--- config.mk ---
export PLATFORM = sky130hd
export DESIGN_NAME = wave_sequencer
export DESIGN_NICKNAME = d
export VERILOG_FILES = /design/src/rtl/wave_sequencer.sv
export SDC_FILE = /design/constraint.sdc
export NUM_CORES = 1
export LEC_CHECK = 0
export ABC_AREA = 1
export ABC_CLOCK_PERIOD_IN_PS = 3000
export CORE_UTILIZATION = 40
export CTS_CLUSTER_DIAMETER = 80
export CTS_CLUSTER_SIZE = 40
export DETAILED_ROUTE_END_ITERATION = 8
export PLACE_DENSITY = 0.66
export SLEW_MARGIN = 20
export SYNTH_ARGS = -nofsm -noshare
export SYNTH_HDL_FRONTEND = slang
export SYNTH_SLANG_ARGS = --single-unit
--- constraint.sdc ---
create_clock -name clk -period 3 [get_ports clk]
set_input_delay 0.45 -clock clk [delete_from_list [all_inputs] [get_ports clk]]
set_output_delay 0.45 -clock clk [all_outputs]
set_load 0.1 [all_outputs]
--- src/rtl/wave_sequencer.sv ---
// Sequences one systolic-array op: weight load, feature stream, skew flush, done.
// Latency: start -> done = 2*ksize + msize + nsize cycles (1 cycle on a zero-size request).
// Backpressure: none; start is taken only while ready=1, otherwise dropped. Optional counter: WAVE_SEQ_PERF_EN.
module wave_sequencer #(
    parameter int DIM_W = 5,
    parameter int CNT_W = 7
) (
    input  logic             clk,
    input  logic             rst,
    input  logic             start,
    input  logic [DIM_W-1:0] ksize,
    input  logic [DIM_W-1:0] nsize,
    input  logic [DIM_W-1:0] msize,
    input  logic [1:0]       mode,
    input  logic             if_mux_sel,
    input  logic             w_mux_sel,
    output logic             ready,
    output logic             busy,
    output logic [1:0]       mode_q,
    output logic             if_mux_sel_q,
    output logic             w_mux_sel_q,
    output logic             w_load,
    output logic [DIM_W-1:0] w_addr,
    output logic             if_valid,
    output logic [DIM_W-1:0] if_addr,
    output logic             done,
    output logic             err
`ifdef WAVE_SEQ_PERF_EN
    ,
    input  logic             perf_clr,
    output logic [15:0]      busy_cycles
`endif
);

    typedef enum logic [2:0] {
        S_IDLE,
        S_LOAD_W,
        S_STREAM,
        S_FLUSH,
        S_DONE
    } state_t;

    state_t           state, state_n;
    logic [CNT_W-1:0] cnt, cnt_n;
    logic [DIM_W-1:0] k_q, n_q, m_q;
    logic [DIM_W-1:0] w_addr_n, if_addr_n;
    logic             accept, zero_req, err_n;
    logic [CNT_W-1:0] last_k, last_m, last_f;

    assign accept   = (state == S_IDLE) && start;
    assign zero_req = (ksize == '0) || (nsize == '0) || (msize == '0);

    // Terminal counts; only consulted in phases where the latched sizes are nonzero.
    assign last_k = CNT_W'(k_q) - CNT_W'(1);
    assign last_m = CNT_W'(m_q) - CNT_W'(1);
    assign last_f = CNT_W'(k_q) + CNT_W'(n_q) - CNT_W'(2);

    always_comb begin
        state_n = state;
        cnt_n   = cnt + CNT_W'(1);
        err_n   = 1'b0;
        case (state)
            S_IDLE: begin
                cnt_n = '0;
                if (start) begin
                    state_n = zero_req ? S_DONE : S_LOAD_W;
                    err_n   = zero_req;
                end
            end
            S_LOAD_W: begin
                if (cnt == last_k) begin
                    state_n = S_STREAM;
                    cnt_n   = '0;
                end
            end
            S_STREAM: begin
                if (cnt == last_m) begin
                    state_n = S_FLUSH;
                    cnt_n   = '0;
                end
            end
            S_FLUSH: begin
                if (cnt == last_f) begin
                    state_n = S_DONE;
                    cnt_n   = '0;
                end
            end
            S_DONE: begin
                state_n = S_IDLE;
                cnt_n   = '0;
            end
            default: begin
                state_n = S_IDLE;
                cnt_n   = '0;
            end
        endcase
    end

    // Outputs are registered from the next state so they line up with the phase they describe.
    assign w_addr_n  = (state_n == S_LOAD_W) ? cnt_n[DIM_W-1:0] : w_addr;
    assign if_addr_n = (state_n == S_STREAM) ? cnt_n[DIM_W-1:0] : if_addr;

    always_ff @(posedge clk) begin
        if (rst) begin
            state        <= S_IDLE;
            cnt          <= '0;
            k_q          <= '0;
            n_q          <= '0;
            m_q          <= '0;
            mode_q       <= '0;
            if_mux_sel_q <= 1'b0;
            w_mux_sel_q  <= 1'b0;
            ready        <= 1'b1;
            busy         <= 1'b0;
            w_load       <= 1'b0;
            w_addr       <= '0;
            if_valid     <= 1'b0;
            if_addr      <= '0;
            done         <= 1'b0;
            err          <= 1'b0;
        end else begin
            state    <= state_n;
            cnt      <= cnt_n;
            ready    <= (state_n == S_IDLE);
            busy     <= (state_n != S_IDLE);
            w_load   <= (state_n == S_LOAD_W);
            w_addr   <= w_addr_n;
            if_valid <= (state_n == S_STREAM);
            if_addr  <= if_addr_n;
            done     <= (state_n == S_DONE);
            err      <= err_n;
            if (accept) begin
                k_q          <= ksize;
                n_q          <= nsize;
                m_q          <= msize;
                mode_q       <= mode;
                if_mux_sel_q <= if_mux_sel;
                w_mux_sel_q  <= w_mux_sel;
            end
        end
    end

`ifdef WAVE_SEQ_PERF_EN
    always_ff @(posedge clk) begin
        if (rst || perf_clr) begin
            busy_cycles <= '0;
        end else if (busy && (busy_cycles != 16'hFFFF)) begin
            busy_cycles <= busy_cycles + 16'd1;
        end
    end
`endif

endmodule

### Word-level counts from Yosys, hierarchy flattened

Cells that the tools add are included.

* register bits: 45
* bits in latches: 0
* bits in writable memories: 0
* memory bits (read-only): 0
* output and inout bits: 20
* word-level logic and storage cells: 52
* memories: 0

* add/sub/neg operators: 5
* $mul: 0
* div/mod/pow operators: 0
* $lt $le $gt $ge: 0
* eq/ne operators: 9
* shift operators: 0
* multiplexer cells: 10
* bitwise gates (word level): 2
* reductions and logical operators: 10

Operators by type and width (count)
* $eq 7x7->1: 3
* $mux 7: 3
* $pmux 7 s3: 1
* $logic_not 5->1: 3
* $mux 3: 5
* $pmux 3 s4: 1
* $sub 5x1->6 const B: 2
* $eq 3x2->1 const B: 3
* $add 7x1->7 const B: 1
* $sub 6x2->7 const B: 1
* $add 5x5->6: 1
* $eq 3x1->1 const B: 2
* $logic_not 3->1: 2
* $eq 3x3->1 const B: 1
* $reduce_bool 3->1: 1
* $reduce_or 3->1: 1
* $logic_or 1x1->1: 2
* $not 1->1: 2
* $logic_and 1x1->1: 1

### Longest topological paths before layout

Gate-level depths: netlist (run 1).

* word-level depth: 7
* mapped depth: 21
* gate-level depth less buffers: 21

### Worst setup path before layout (run 1)

OpenSTA, ideal clock, no wires.

* path kind: register to register
* from: reg k_q[1]
* to: reg if_addr[3]
* arrival: 2.384 ns
* slack: 0.502 ns
* stages on the path, launching flop included: 19
* buffers on the path: 1
* cells stage by stage: dfxtp_1 > inv_1 > ha_1 > inv_1 > ha_1 > inv_1 > fa_1 > nand2_1 > nand2_1 > nand3_1 > nor2_1 > nand2_1 > nor2_4 > nand2_4 > nand2_4 > nand4_4 > buf_6 > nor2_1 > nor2_2

* word-level cells in the longest chain between the ends: 6
* elaborated cells between the ends (all ways): 12
* classes of those cells: add/sub: 3; eq/ne: 3; mux: 6

Ends and longest elaborated chain
* start: declaration: RTL line 45 `logic [DIM_W-1:0] k_q, n_q, m_q;`
* start signal: assignment: RTL line 133 `k_q <= ksize;`
* $add 5x5->6: RTL line 56 `assign last_f = CNT_W'(k_q) + CNT_W'(n_q) - CNT_W'(2);`
* $sub 6x2->7: RTL line 56
* $eq 7x7->1: RTL line 83 `if (cnt == last_f) begin`
* $mux 3: RTL line 83
* $pmux 3 s4: RTL line 62 `case (state)`
* $eq 3x2->1: RTL line 101 `assign if_addr_n = (state_n == S_STREAM) ? cnt_n[DIM_W-1:0] : if_addr;`
* end signal: assignment: RTL line 129 `if_addr <= if_addr_n;`
* end: declaration: RTL line 25 `output logic [DIM_W-1:0] if_addr,`

Parallel ways exist; a longest one is shown, timed or not.
A chain may end at the register's enable or synchronous reset.

### Worst setup path after layout (run 1)

* from: reg k_q[1]
* to: reg busy

* word-level cells in the longest chain between the ends: 6
* elaborated cells between the ends (all ways): 9
* classes of those cells: add/sub: 3; eq/ne: 2; mux: 3; reduce/logical: 1

Ends and longest elaborated chain
* $add 5x5->6: RTL line 56
* $sub 6x2->7: RTL line 56
* $eq 7x7->1: RTL line 83
* $mux 3: RTL line 83
* $pmux 3 s4 *: RTL line 62
* $reduce_bool 3->1 *: RTL line 125 `busy <= (state_n != S_IDLE);`
* end signal: assignment: RTL line 125
* end: declaration: RTL line 18 `output logic busy,`

Mark *: on every way between the ends. The rest lies on a longest branch, timed or not.

==> flow_summary.ini, run 1 <==
[outcome]
status = complete, no violations

[floorplanning]
fp.dieW_um = 83.1
num_io_pins = 42
die_h_um = 83.1
num_rows = 29
dieArea_um2 = 6900
core_um2 = 6350
start_util_pct = 41.4

[routing]
routed_wl_um = 6010
ant_nets = 0
drtIter0Drc = 95
drc_errors = 0
via_per_inst = 4.83
first_pass_iters = 4
routedWlPerCell_um = 11.6
vias = 2501

[yosys]
synthFlopType = dfxtp_1
yosys_warnings = 0
synth_cell_types = 29
syn-num-nets = 434
syn_inst = 399
yosysSeqAreaShare_pct = 34.3
netlist_area_um2 = 2630
syn_avg_cell_area_um2 = 6.59
ys_ff_latch = 45
synth_edf_count = 0
postSynth.asyncResetShare_pct = 0

[sta]
final_max_slew_viol_count = 0
rsz0062_at_grt = false
hold_viol_final = 0
holdWs_ns = 0.483
tns_ns = 0
timing_worst_slew_pin_value_ns = 0.671
setup_violations = 0
min_period_ns = 2.74
fmax_mhz = 365
period_share_pct = 91.3
skew_ns = 0.00860
setup_ws_ns = 0.261
slew_headroom_pct = 55.2

[cells_and_area]
ff_latch_area_um2 = 901
final_area_um2 = 3180
syn_to_final_growth_pct = 21.1
n_antenna_cell = 0
layout-drive-gt1-share_pct = 12.5
nFillCells = 639
num-nets-final = 475
final_util_pct = 50.1
multi_input_area_um2 = 1460
final_common_cell = nand2_1
final_cell_mix = 84 x nand2_1, 56 x nor2_1, 52 x nand3_1

[global_routing]
grt_util_all_layers_pct = 18.8
grt_overflow = 0
grt_pass1_vias = 2373
met2_usage_pct = 32.0
grt_max_degree = 34
use_met3_pct = 2.39
grt_pass1_wl_um = 10800
gr-max-usage-layer = met2
use_met1_pct = 24.6
antenna_found_initial = 0

[clock_tree]
cts_resized = 0
clock_latency_ns = 0.30
path_clk_slew_ns = 0.09
cts_hold_buf = 0
clock_sinks = 45
root_buffer = clkbuf_8
cts.path.max_buffers = 2
cts.htree.levels = 2
cts_buffers = 5
cts_setup_buffers = 0
cts_tree = built

[place]
globalplace.congestion = 0.849
port_buffers = 41
dp_slack_ns = 0.252
dp_hpwl_um = 4640
placed_cell_area_um2 = 3050

[power_and_ir_drop]
ir_drop_uv = 253
p_leak_nw = 1.56
powerDensity_nw_per_um2 = 540

[setup_path]
path_max_fanout = 7
r2r-end = busy$_SDFF_PP0_
reg2reg_depth = 20
startpoint_type = flop
cp.arrival_ns = 2.94
worstPathRequired_ns = 3.20
crit_type = reg2reg
r2r-start = k_q[1]$_SDFFE_PP0P_
r2r_slack_ns = 0.26
endpoint_kind = flop

[run]
drv_cap = 0

[worst_hold_path]
hp-class = reg2reg
holdPathEnd = state[2]$_SDFF_PP0_
hold_depth = 1
hold_start = state[2]$_SDFF_PP0_
## registers in the layout, indices dropped and copies added, names as in the netlist, 2 cells and up
name     cells
cnt          7
k_q          5
mode_q       2
w_addr       5
m_q          5
n_q          5
state        3
if_addr      5
## power breakdown
group	internal (mW)	total, mW	switching, mW
Combinational	0.177	0.525	0.348
Sequential	0.633	0.655	0.0227
Clock	0.331	0.537	0.206
## critical path, stage by stage, from the launching register on
cell,delay [ns]
dfxtp_1,0.34
inv_1,0.08
ha_1,0.29
inv_1,0.06
ha_1,0.15
inv_1,0.05
fa_1,0.48
inv_1,0.07
nand2_1,0.04
nand2_1,0.06
nand3_1,0.07
nor2_1,0.11
nand2_1,0.10
nor2_4,0.16
nand2_4,0.10
nand2_4,0.08
nand2_1,0.09
nor2_2,0.11
nand3_1,0.08
nand2_1,0.08
inv_1,0.05
## logic make-up (layout without fill, tap and decap cells)
logic type	count (synthesis)	in the layout	synth area share [%]
buf+inv	67	109	10.2
compound gates	51	51	10.1
simple gates	218	218	37.3
flops	45	45	34.3
xor+xnor	5	5	1.67
fa+ha+maj	13	13	6.48
## routing by layer
layer | routed length [um] | vias up | share of wire, %
li1 | - | 1349 | -
met1 | 3020 | 1112 | 50
met2 | 2760 | 35 | 46
met3 | 159 | 5 | 2.6
met4 | 78 | 0 | 1.3
met5 | 0 | - | 0
## Yosys cell counts, types with 5 or more instances
cell | instances | share of area, %
nor2_2 | 6 | 1.4
nor2_1 | 56 | 8.0
inv_2 | 7 | 1.0
nand3_1 | 52 | 9.9
dfxtp_1 | 45 | 34
ha_1 | 12 | 5.7
nor3_1 | 6 | 1.1
clkbuf_1 | 6 | 0.86
o21ai_0 | 21 | 4.0
nand2_1 | 84 | 12
inv_1 | 50 | 7.1
a21oi_1 | 24 | 4.6
nand2_2 | 5 | 1.2
## stage by stage
stage	cells	power [mW]
floorplan	399	1.07
global placement	510	1.19
detailed placement	510	1.19
CTS	518	1.73
global route	518	1.83
finish	518	1.72
## final cells by class
type / count / share of cell area, %
inverters: 58 / 6.84
repair buffers: 43 / 11.8
multi-input cells: 287 / 45.8
well taps: 77 / 3.03
flip-flops and latches: 45 / 28.3
clock buffers: 5 / 2.16
clock inverters: 3 / 2.04
## how the worst max path moves through the flow
stage,depth (start not counted),from,slack (ns),endpoint
2_1_floorplan,18,k_q[1]$_SDFFE_PP0P_,0.50,if_addr[3]$_SDFFE_PP0N_
3_3_place_gp,18,k_q[1]$_SDFFE_PP0P_,0.30,if_addr[3]$_SDFFE_PP0N_
3_5_place_dp,18,k_q[1]$_SDFFE_PP0P_,0.25,if_addr[3]$_SDFFE_PP0N_
4_1_cts,19,k_q[1]$_SDFFE_PP0P_,0.23,if_addr[4]$_SDFFE_PP0N_
5_1_grt,19,k_q[1]$_SDFFE_PP0P_,0.01,if_addr[4]$_SDFFE_PP0N_
6_report,20,k_q[1]$_SDFFE_PP0P_,0.26,busy$_SDFF_PP0_
(Power assumes the default switching activity.)
==> run 2: changes to the inputs <==
--- a/config.mk
+++ b/config.mk
@@ -7,10 +7,12 @@
 export LEC_CHECK = 0
 export ABC_AREA = 1
 export ABC_CLOCK_PERIOD_IN_PS = 3000
+export CORE_MARGIN = 2
 export CORE_UTILIZATION = 40
 export CTS_CLUSTER_DIAMETER = 80
 export CTS_CLUSTER_SIZE = 40
 export DETAILED_ROUTE_END_ITERATION = 8
+export MAX_ROUTING_LAYER = met4
 export PLACE_DENSITY = 0.66
 export SLEW_MARGIN = 20
 export SYNTH_ARGS = -nofsm -noshare
==> flow_summary.ini, run 2 (same netlist as run 1, synthesis figures left out) <==
[sta]
skew_ns = 0.0122
min_period_ns = 2.69
fmax_mhz = 372
holdWs_ns = 0.477
rsz0062_at_grt = false
hold_viol_final = 0
final_max_slew_viol_count = 0
tns_ns = 0
timing_worst_slew_pin_value_ns = 0.686
slew_headroom_pct = 54.2
period_share_pct = 89.6
setup_violations = 0

[cells_and_area]
syn_to_final_growth_pct = 20.0
final_common_cell = nand2_1
final_cell_mix = 84 x nand2_1, 56 x nor2_1, 52 x nand3_1
layout-drive-gt1-share_pct = 12.7
final_area_um2 = 3150
largest_reg_flops = 7
final_util_pct = 49.7
nFillCells = 640
num-nets-final = 476
n_antenna_cell = 0
largest-register = cnt

[global_routing]
gr-max-usage-layer = met2
grt_pass1_wl_um = 10700
antenna_found_initial = 0
grt_pass1_vias = 2398
grt_overflow = 0
use_met3_pct = 2.72
met2_usage_pct = 30.5
use_met1_pct = 23.0
grt_max_degree = 34
grt_util_all_layers_pct = 18.3

[power_and_ir_drop]
p_comb_share_pct = 33.7
powerDensity_nw_per_um2 = 493
sw_frac_of_total_pct = 37.4
total_power_mw = 1.55
p_int_mw = 0.973
clockPowerShare_pct = 24.1
seq_power_share_pct = 42.2
ir_drop_uv = 223
p_switching_mw = 0.581
p_leak_nw = 1.53

[routing]
drtIter0Drc = 89
routed_wl_um = 6070
ant_nets = 0
vias = 2541
via_per_inst = 4.90
drc_errors = 0
routedWlPerCell_um = 11.7
first_pass_iters = 4

[clock_tree]
cts_tree = built
path_clk_slew_ns = 0.09
root_buffer = clkbuf_8
cts.htree.levels = 2
cts.path.max_buffers = 2
cts_setup_buffers = 0
cts_hold_buf = 0
cts_buffers = 5
clock_sinks = 45
cts_resized = 0
clock_latency_ns = 0.30

[setup_path]
crit_chain = inv_1 -> ha_1 -> inv_1 -> ha_1 -> inv_1 -> fa_1 -> inv_1 -> nand2_1 -> nand2_1 -> nand3_1 -> nor2_1 -> nand2_1 -> nor2_4 -> nand2_4 -> nand2_4 -> nand2_1 -> nor2_2 -> nand3_1 -> nand2_1 -> inv_1
slowest_delay_ns = 0.47
crit_start = k_q[1]$_SDFFE_PP0P_
path_max_fanout = 7
r2r-start = k_q[1]$_SDFFE_PP0P_
crit_family = simple AND/OR/NAND/NOR gates
startpoint_type = flop
path_buf_inv = 5
crit_type = reg2reg
cp.arrival_ns = 2.89
endpoint_kind = flop
r2r_slack_ns = 0.31
critPathSlowestCell = fa_1
worstPathRequired_ns = 3.21

[floorplanning]
dieArea_um2 = 7230
die_h_um = 85.1
num_io_pins = 42
fp.dieW_um = 85.1
num_rows = 29
start_util_pct = 41.4
core_um2 = 6350

[worst_hold_path]
hp-class = reg2reg
hold_start = n_q[1]$_SDFFE_PP0P_

[run]
drv_cap = 0

[place]
placed_cell_area_um2 = 3050
dp_hpwl_um = 4770
port_buffers = 41
globalplace.congestion = 0.836

[outcome]
status = complete, no violations
==> run 2: cell type report <==
type / instances / area [um2] / share of cell area (%)
clock inverters: 3 / 22.5 / 0.714
repair buffers: 43 / 375 / 11.9
multi-input cells: 288 / 1470 / 46.7
clock buffers: 5 / 68.8 / 2.18
flip-flops and latches: 45 / 901 / 28.6
inverters: 58 / 218 / 6.90
well taps: 77 / 96.3 / 3.06
==> run 2: path summary, 6_finish.rpt <==
kind                                             to  cells after the start
worst max-delay path                busy$_SDFF_PP0_                     20
worst min-delay path            n_q[1]$_SDFFE_PP0P_                      2
worst max register to register      busy$_SDFF_PP0_                     20
worst min register to register  n_q[1]$_SDFFE_PP0P_                      2
==> run 2: per-layer routing <==
metal	vias up	share of wire [%]	routed length, um
li1	1360	-	-
met1	1137	48	2930
met2	34	47	2850
met3	10	3.0	183
met4	0	1.7	106
met5	-	0	0
==> run 2: power groups by stage <==
stage                     Combinational (mW)  Clock, mW  Sequential, mW
after floorplan                        0.317          0           0.756
after global placement                 0.517          0           0.669
after detailed placement               0.521          0           0.670
after CTS                              0.524      0.388           0.656
after global routing                   0.593      0.412           0.660
final                                  0.524      0.375           0.655
==> run 2: through the flow <==
stage	cells	worst slack, ns
floorplan	399	0.502
global placement	510	0.300
detailed placement	510	0.283
CTS	518	0.264
global route	519	0.0210
finish	519	0.312
==> run 2: worst reg2reg max path, stage by stage (launching register included) <==
cell and delay [ns]:
dfxtp_1 0.35, inv_1 0.08, ha_1 0.29, inv_1 0.06, ha_1 0.15, inv_1 0.05, fa_1 0.47, inv_1 0.07
nand2_1 0.04, nand2_1 0.06, nand3_1 0.07, nor2_1 0.12, nand2_1 0.10, nor2_4 0.12, nand2_4 0.09, nand2_4 0.09
nand2_1 0.09, nor2_2 0.11, nand3_1 0.07, nand2_1 0.08, inv_1 0.05
==> run 3: changes to the inputs <==
--- a/config.mk
+++ b/config.mk
@@ -9,7 +9,7 @@
 export ABC_CLOCK_PERIOD_IN_PS = 3000
 export CORE_MARGIN = 2
 export CORE_UTILIZATION = 40
-export CTS_CLUSTER_DIAMETER = 80
+export CTS_CLUSTER_DIAMETER = 50
 export CTS_CLUSTER_SIZE = 40
 export DETAILED_ROUTE_END_ITERATION = 8
 export MAX_ROUTING_LAYER = met4
==> results of run 3 <==
Same layout as run 2: the final DEF is identical, and so are final timing and power.
